File: src/rtl/fpu_cmd_regs.sv
// Purpose: memory-mapped command/status block that launches FPU operations and queues their results.
// Latency: register writes take effect on the next clk edge; rddata is combinational; inter_gen lags state by one cycle.
// Backpressure: cmd_valid holds until cmd_ready; a result arriving on a full FIFO is dropped and flagged in STATUS.ovf.
//
// Ports:
//   clk, rst_l                     - clock and synchronous active-low reset
//   addr, wren, rden, wrdata       - bus access into the 32-bit register map at BASE_ADDR
//   rddata                         - combinational read data for addr (RESULT read pops the FIFO head)
//   opA, opB, opC, frm, op_valids  - operand, rounding-mode and latched one-hot operation registers
//   cmd_valid, cmd_ready           - launch handshake towards the FPU
//   fpu_result, fpu_valids, exceptions - FPU completion inputs
//   inter_gen                      - registered level interrupt
module fpu_cmd_regs #(
    parameter logic [31:0]        BASE_ADDR  = 32'h3000_0000,
    parameter int                 NUM_OPS    = 13,
    parameter int                 DEPTH      = 4,
    parameter logic [NUM_OPS-1:0] VALID_MASK = 13'h1FFC
) (
    input  logic               clk,
    input  logic               rst_l,
    input  logic [31:0]        addr,
    input  logic               wren,
    input  logic               rden,
    input  logic [31:0]        wrdata,
    output logic [31:0]        rddata,
    output logic [31:0]        opA,
    output logic [31:0]        opB,
    output logic [31:0]        opC,
    output logic [2:0]         frm,
    output logic [NUM_OPS-1:0] op_valids,
    output logic               cmd_valid,
    input  logic               cmd_ready,
    input  logic [31:0]        fpu_result,
    input  logic [NUM_OPS-1:0] fpu_valids,
    input  logic [4:0]         exceptions,
    output logic               inter_gen
);

    localparam int PW = (DEPTH > 1) ? $clog2(DEPTH) : 1;
    localparam int CW = $clog2(DEPTH + 1);
    localparam int EW = NUM_OPS + 32;
    localparam logic [CW-1:0] FULL = CW'(DEPTH);

    localparam logic [31:0] OFF_A      = 32'h00;
    localparam logic [31:0] OFF_B      = 32'h04;
    localparam logic [31:0] OFF_C      = 32'h08;
    localparam logic [31:0] OFF_RESULT = 32'h0C;
    localparam logic [31:0] OFF_RES_OP = 32'h10;
    localparam logic [31:0] OFF_STATUS = 32'h14;
    localparam logic [31:0] OFF_IRQ_EN = 32'h18;
    localparam logic [31:0] OFF_OPER   = 32'h1C;
    localparam logic [31:0] OFF_FFLAGS = 32'h20;
    localparam logic [31:0] OFF_FRM    = 32'h24;
    localparam logic [31:0] OFF_FCSR   = 32'h28;

    // Result FIFO: each entry is {op tag, result word}
    logic [EW-1:0] fifo_mem [DEPTH];
    logic [PW-1:0] wr_ptr;
    logic [PW-1:0] rd_ptr;
    logic [CW-1:0] count;

    logic          busy_q;
    logic          cmd_err_q;
    logic          ovf_q;
    logic [2:0]    irq_en_q;
    logic [4:0]    fflags_q;

    logic [31:0]   off;
    logic          fifo_empty;
    logic          fifo_full;
    logic          result_hit;
    logic          pop;
    logic          push;
    logic          ovf_set;
    logic          op_wr;
    logic          op_wr_ok;
    logic          op_wr_err;
    logic          wr_status;

    logic [4:0]    fflags_n;
    logic [2:0]    frm_n;
    logic          cmd_err_n;
    logic          ovf_n;
    logic          busy_n;
    logic          cmd_valid_n;
    logic [CW-1:0] count_n;

    logic [31:0]   head_res;
    logic [31:0]   head_op_ext;
    logic [31:0]   op_ext;
    logic [31:0]   count_ext;

    // Upper wrdata bits are don't-care for the narrow registers
    logic          unused_wrdata;
    assign unused_wrdata = ^wrdata;

    assign off        = addr - BASE_ADDR;
    assign fifo_empty = (count == '0);
    assign fifo_full  = (count == FULL);
    assign result_hit = |(fpu_valids & VALID_MASK);

    // An empty-FIFO RESULT read is a no-op, so pop only qualifies with data present
    assign pop        = rden && (off == OFF_RESULT) && !fifo_empty;
    // A full FIFO still accepts a result when the head leaves in the same cycle
    assign push       = result_hit && (!fifo_full || pop);
    assign ovf_set    = result_hit && fifo_full && !pop;

    assign op_wr      = wren && (off == OFF_OPER) && (|wrdata[NUM_OPS-1:0]);
    assign op_wr_ok   = op_wr && !busy_q;
    assign op_wr_err  = op_wr && busy_q;
    assign wr_status  = wren && (off == OFF_STATUS);

    always_comb begin
        fflags_n = fflags_q;
        if (wren && ((off == OFF_FFLAGS) || (off == OFF_FCSR))) begin
            fflags_n = wrdata[4:0];
        end
        // Exceptions from a completing result accumulate on top of any same-cycle write
        if (result_hit) begin
            fflags_n = fflags_n | exceptions;
        end

        frm_n = frm;
        if (wren && (off == OFF_FRM)) begin
            frm_n = wrdata[2:0];
        end else if (wren && (off == OFF_FCSR)) begin
            frm_n = wrdata[7:5];
        end

        // Sticky bits: write-1-to-clear, a same-cycle set takes priority
        cmd_err_n = cmd_err_q;
        if (wr_status && wrdata[10]) begin
            cmd_err_n = 1'b0;
        end
        if (op_wr_err) begin
            cmd_err_n = 1'b1;
        end

        ovf_n = ovf_q;
        if (wr_status && wrdata[9]) begin
            ovf_n = 1'b0;
        end
        if (ovf_set) begin
            ovf_n = 1'b1;
        end

        busy_n = busy_q;
        if (result_hit) begin
            busy_n = 1'b0;
        end
        if (op_wr_ok) begin
            busy_n = 1'b1;
        end

        cmd_valid_n = cmd_valid;
        if (cmd_valid && cmd_ready) begin
            cmd_valid_n = 1'b0;
        end
        if (op_wr_ok) begin
            cmd_valid_n = 1'b1;
        end

        count_n = count;
        if (push && !pop) begin
            count_n = count + CW'(1);
        end else if (pop && !push) begin
            count_n = count - CW'(1);
        end
    end

    always_comb begin
        head_res    = '0;
        head_op_ext = '0;
        if (!fifo_empty) begin
            head_res                 = fifo_mem[rd_ptr][31:0];
            head_op_ext[NUM_OPS-1:0] = fifo_mem[rd_ptr][EW-1:32];
        end
        op_ext                 = '0;
        op_ext[NUM_OPS-1:0]    = op_valids;
        count_ext              = '0;
        count_ext[CW-1:0]      = count;
    end

    always_comb begin
        rddata = '0;
        case (off)
            OFF_A:      rddata = opA;
            OFF_B:      rddata = opB;
            OFF_C:      rddata = opC;
            OFF_RESULT: rddata = head_res;
            OFF_RES_OP: rddata = head_op_ext;
            OFF_STATUS: rddata = {21'b0, cmd_err_q, ovf_q, busy_q, count_ext[7:0]};
            OFF_IRQ_EN: rddata = {29'b0, irq_en_q};
            OFF_OPER:   rddata = op_ext;
            OFF_FFLAGS: rddata = {27'b0, fflags_q};
            OFF_FRM:    rddata = {29'b0, frm};
            OFF_FCSR:   rddata = {24'b0, frm, fflags_q};
            default:    rddata = '0;
        endcase
    end

    always_ff @(posedge clk) begin
        if (!rst_l) begin
            opA       <= '0;
            opB       <= '0;
            opC       <= '0;
            op_valids <= '0;
            frm       <= '0;
            fflags_q  <= '0;
            irq_en_q  <= '0;
            busy_q    <= 1'b0;
            cmd_valid <= 1'b0;
            cmd_err_q <= 1'b0;
            ovf_q     <= 1'b0;
            inter_gen <= 1'b0;
            wr_ptr    <= '0;
            rd_ptr    <= '0;
            count     <= '0;
            for (int i = 0; i < DEPTH; i++) begin
                fifo_mem[i] <= '0;
            end
        end else begin
            if (wren && (off == OFF_A)) opA <= wrdata;
            if (wren && (off == OFF_B)) opB <= wrdata;
            if (wren && (off == OFF_C)) opC <= wrdata;
            if (wren && (off == OFF_IRQ_EN)) irq_en_q <= wrdata[2:0];
            if (op_wr_ok) op_valids <= wrdata[NUM_OPS-1:0];

            frm       <= frm_n;
            fflags_q  <= fflags_n;
            busy_q    <= busy_n;
            cmd_valid <= cmd_valid_n;
            cmd_err_q <= cmd_err_n;
            ovf_q     <= ovf_n;
            count     <= count_n;

            if (push) begin
                fifo_mem[wr_ptr] <= {fpu_valids, fpu_result};
                wr_ptr           <= wr_ptr + PW'(1);
            end
            if (pop) begin
                rd_ptr <= rd_ptr + PW'(1);
            end

            inter_gen <= (irq_en_q[0] && !fifo_empty) ||
                         (irq_en_q[1] && ovf_q) ||
                         (irq_en_q[2] && cmd_err_q);
        end
    end

endmodule

File: config.mk
export PLATFORM = sky130hd
export DESIGN_NAME = fpu_cmd_regs
export DESIGN_NICKNAME = d
export VERILOG_FILES = /design/src/rtl/fpu_cmd_regs.sv
export SDC_FILE = /design/constraint.sdc
export NUM_CORES = 1
export LEC_CHECK = 0
export CELL_PAD_IN_SITES_DETAIL_PLACEMENT = 1
export CELL_PAD_IN_SITES_GLOBAL_PLACEMENT = 2
export CORE_ASPECT_RATIO = 1.2
export CORE_MARGIN = 2
export CORE_UTILIZATION = 38
export DETAILED_ROUTE_END_ITERATION = 16
export DONT_BUFFER_PORTS = 1
export PLACE_DENSITY_LB_ADDON = 0.08
export SETUP_SLACK_MARGIN = 0.2
export SLEW_MARGIN = 20
export SYNTH_ARGS = -nofsm -noshare
export SYNTH_HDL_FRONTEND = slang
export SYNTH_SLANG_ARGS = --single-unit
File: constraint.sdc
create_clock -name clk -period 5.29 [get_ports clk]
set_input_delay 0.7935 -clock clk [delete_from_list [all_inputs] [get_ports clk]]
set_output_delay 0.7935 -clock clk [all_outputs]
set_load 0.01 [all_outputs]
# Word-level counts from Yosys, hierarchy flattened
# Memories as Yosys holds them, arrays and structs flattened. A register that Yosys moved wholly into a read port is not among the register bits.
# Index checks and enable logic that the tools add are counted.
# op_classes
addsub	5
bitwise_logic	1
eq_ne	11
reduce_logical	45
n_mux	26
# op_table
cell	count
one-hot mux 32 bit (11 select lines)	1
== test 32 x 5 -> 1 bit (second input constant)	4
== test 32 x 6 -> 1 bit (second input constant)	3
== test 32 x 4 -> 1 bit (second input constant)	2
two-way mux 45 bit	1
OR reduction 45 bit	1
== test 32 x 3 -> 1 bit (second input constant)	1
logical NOT 32 bit	1
two-way mux 32 bit	1
subtractor 32 x 30 -> 32 bit (second input constant)	1
logical AND 1 bit	25
two-way mux 1 bit	13
two-way mux 13 bit	1
OR reduction 13 bit	1
two-way mux 3 bit	4
nonzero test 2 bit	6
OR reduction 11 bit	1
two-way mux 5 bit	2
two-way mux 2 bit	3
logical NOT 1 bit	5
OR 5 bit	1
adder 2 x 1 -> 2 bit (second input constant)	2
logical OR 1 bit	4
adder 3 x 1 -> 3 bit (second input constant)	1
3 further kinds	3
# totals
mem_count	1
elab_cells	104
ram_bits	180
in_bits	119
ff_bits	132
out_inout_bits	146
# memory_table
memory	depth	word_bits	read_ports	rd_clocked_by_memory_dff	wr	line_no	text
fifo_mem	4	45	1	1	4	57	logic [EW-1:0] fifo_mem [DEPTH];

# Depth between registers and ports, before layout
# depth
word_depth	11
mapped_depth	11
ltp_nobuf	10

# Worst setup path before layout
# No wires, ideal clock.
# synth_path
kind	input -> register
from	input port addr[0]
to	memory fifo_mem[0][0] (netlist name) (enable)
required_ps	4780
setup_slack_ps	-430
cell_stages	6
setup_ps	510
arrival_time_ps	5210
path_buffers	1
cell_sequence	buf_2 > and4bb_2 > and4_4 > a31oi_4 > or3_4 > o21ai_0
# synth_rtl
element	line_no	text
start, declared	21	input logic [31:0] addr,
end, declared	57	

# Final worst setup path
# layout_path
from	input port addr[5]
to	output port rddata[8]
# layout_via
elab_chain_len	3
word_cells_on_any_way	13
cone_classes	add/sub (1); eq/ne (10); mux (1); reduce/logical (1)
# layout_lines
element	line_no	text
subtractor 32 x 30 -> 32 bit *	97	assign off = addr - BASE_ADDR;
== test 32 x 6 -> 1 bit (tied with other cells)	186	case (off)
one-hot mux 32 bit (11 select lines) *	186	
end, declared	25	output logic [31:0] rddata,
# Mark *: on every way between the ends. The rest lies on a longest branch, timed or not.

==> summary.md <==
| Metric | Value |
|---|---|
| Relative slew slack | 0.280 |
| Critical Path AT | 3.17 ns |
| Yosys warnings | 0 |
| Finished Layout Cells | 1642 |
| Die ar. | 0.0385 mm2 |
| Crit end category | output port |
| Mapped Cells | 1178 |
| TritonCTS clock tree | built |
| Core ar. | 0.0366 mm2 |
| Clock tree root driver cell | clkbuf_16 |
| Crit path time final | 3.96 ns |
| Top post-synthesis cells by area | edfxtp_1 (38%), dfxtp_1 (19%), mux4_2 (7.2%) |
| Post-synth EDFFs | 180 |
| Post-synth top area cell | edfxtp_1 |
| Design area | 0.0157 mm2 |
| Mean Syn Cell Area | 11.9 um2 |
| Achievable frequency | 252 MHz |
| H-tree levels | 2 |
| RSZ-0062 raised after global routing | false |
| Measured slew at the worst slew-check pin | 1.08 ns |
| # resized after CTS | 0 |
| Worst-path clk slew | 0.06 ns |
| Horiz. Die Dim | 180 um |
| Final period utilization | 0.749 |
| # nets final | 1263 |
| Max-slew violations | 0 |
| Skew final | 0.00790 ns |
| # IOs | 265 |
| CTS Sinks | 314 |
| Die Ht | 215 um |
| Worst Path Max Fanout | 13 |
| CP max stage delay | 0.95 ns |
| I/O Buffers | 0 |
| CP max stage cell | nor3b_2 |
| GRT Total Usage | 0.240 |
| Critical Path RT | 4.50 ns |
| Post-Synthesis Cell Area | 0.0141 mm2 |
| Hold Path Class | input pin to register |
| Vias in the first global route | 9971 |
| Share of layout cells above drive strength 1 | 0.145 |
| WL final | 46700 um |
| Register area share after synthesis | 0.576 |
| Outcome | completed |
| Drt wl/cell | 28.4 um |
| MaxCap Viol Count | 0 |
| Setup TNS | 0 ns |
| CTS buffer count | 36 |
| Largest net degree at the start of global routing | 186 |
| Crit path cell chain | or4b_1, nor3b_2, a22o_1, a211oi_1, a21oi_1 |
| GP Congestion | 0.846 |
| Drc violations | 0 |
| First-pass GRT wire length | 69200 um |
| Predominant post-synthesis flop cell | edfxtp_1 |
| Hold Startpoint | exceptions[0] |
| Skew-Pair Late Insertion Delay | 0.53 ns |
| #FFs+latches synth | 314 |
| CP startpoint kind | input pin |
| Rows | 77 |
| CTS max path bufs | 3 |
| Iter 0 DRT Violations | 761 |
| Final Hold Fails | 0 |
| # hold bufs at CTS | 0 |
| Synth async-reset ratio | 0 |
| Post-DRT Antenna Nets | 0 |
| Area after DPL | 0.0145 mm2 |
| Share of the synthesized area in the top cell type | 0.385 |
| Cell Pwr Density | 405 mW/mm2 |
| Syn Nets | 1299 |
| DRT Pass-1 Iters | 7 |
| Initial antenna violation count | 0 |
| Diode count | 0 |
| Placed cells | 1578 |
| Final setup viols | 0 |
| Critical path class | input pin to output port |
| Post-synth cell types | 70 |
| Detail-routed via count per cell | 5.85 |
| Area Growth Syn to Fin | 11.5% |
| R2r startpoint | count[2] |
| Worst VDD drop | 227 uV |
| Post CTS Setup Buffer Count | 0 |
| CP startpoint | addr[5] |
| Vias post-DR | 9608 |
| Hpwl dp | 31800 um |
| Starting Density | 0.384 |
| Total global routing overflow | 0 |
| P_leak | 0.00543 uW |
-- path summary, 6_finish.rpt --
check,endpoint,depth (start not counted),slack (ns)
setup / recovery,rddata[8],5,1.33
hold / removal,fflags_q[0],2,0.40
setup reg to reg,fifo_mem[2][30],6,2.27
hold reg to reg,irq_en_q[0],2,0.48
-- state kept, by name, indices dropped and copies added (netlist names), named ones only --
register	cells
inter_gen	1
opC	32
rd_ptr	2
fifo_mem	180
count	3
irq_en_q	3
opB	32
ovf_q	1
wr_ptr	2
busy_q	1
fflags_q	5
frm	3
opA	32
cmd_err_q	1
cmd_valid	1
op_valids	13
-- layout make-up --
class,instances,area (um2)
Clock buffer,53,1060
Clock inverter,11,143
Fill cell,3841,20900
Inverter,4,15.0
Multi-Input combinational cell,763,5570
Sequential cell,314,8090
Tap cell,474,593
Timing Repair Buffer,23,198
-- layer usage --
metal	up-vias	GRT usage	share of wire
li1	4396	-	-
met1	4837	0.300	0.41
met2	314	0.399	0.49
met3	61	0.0763	0.081
met4	0	0.0705	0.025
met5	-	0	0
-- worst max-delay path: cells and delay by family --
| family | cells | cell delay [ns] |
|---|---|---|
| AND/OR/NAND/NOR | 2 | 1.68 |
| AO/OA/AOI/OAI | 3 | 0.68 |
-- cells in the final DEF (no fill, tap or decap), types with 37 or more instances in the layout --
| cell type | n |
|---|---|
| nand3_1 | 106 |
| and2_1 | 119 |
| nor2_1 | 37 |
| edfxtp_1 | 180 |
| mux4_2 | 45 |
| dfxtp_1 | 132 |
| o21ai_0 | 109 |
| and3_1 | 39 |
| clkbuf_16 | 38 |
| nand2_1 | 74 |
-- cell families (layout without fill, tap and decap cells) --
kind of cell	count (synthesis)	after routing	synth area share
fa+ha+maj	2	2	0.00232
xor+xnor	3	3	0.00187
simple gates	463	463	0.192
buf+inv	101	91	0.0312
mux	71	71	0.0909
compound gates	224	224	0.106
flops	314	314	0.576
-- Yosys cell counts, types with 5 or more instances --
| library cell | instances |
|---|---|
| a21boi_0 | 11 |
| a21oi_1 | 13 |
| a222oi_1 | 29 |
| a22o_1 | 5 |
| a22oi_1 | 14 |
| and2_1 | 119 |
| and3_1 | 40 |
| buf_1 | 10 |
| buf_2 | 26 |
| clkbuf_1 | 52 |
| clkbuf_2 | 6 |
| dfxtp_1 | 134 |
| edfxtp_1 | 180 |
| mux2i_1 | 23 |
| mux4_2 | 45 |
| nand2_1 | 77 |
| nand3_1 | 106 |
| nor2_1 | 37 |
| nor2b_1 | 16 |
| nor3_1 | 5 |
| nor3_2 | 11 |
| nor4_1 | 9 |
| o21ai_0 | 110 |
| o2bb2ai_1 | 12 |
| or3_1 | 5 |
-- metrics by stage --
step	power [uW]	utilization	setup slack, ns	hold slack [ns]
floorplan	3570	-	0.790	0.451
global placement	3840	0.395	1.44	0.463
detailed placement	3870	0.395	1.30	0.478
CTS	6440	0.428	1.35	0.379
global route	6590	0.428	1.24	0.400
finish	6350	0.428	1.33	0.402
-- power by group --
part	internal (uW)	leakage [uW]	switching (uW)
clock network	1530	0.000587	1020
logic	267	0.00185	472
registers	2960	0.00299	100
No activity file was read; power rests on OpenSTA's default activity.
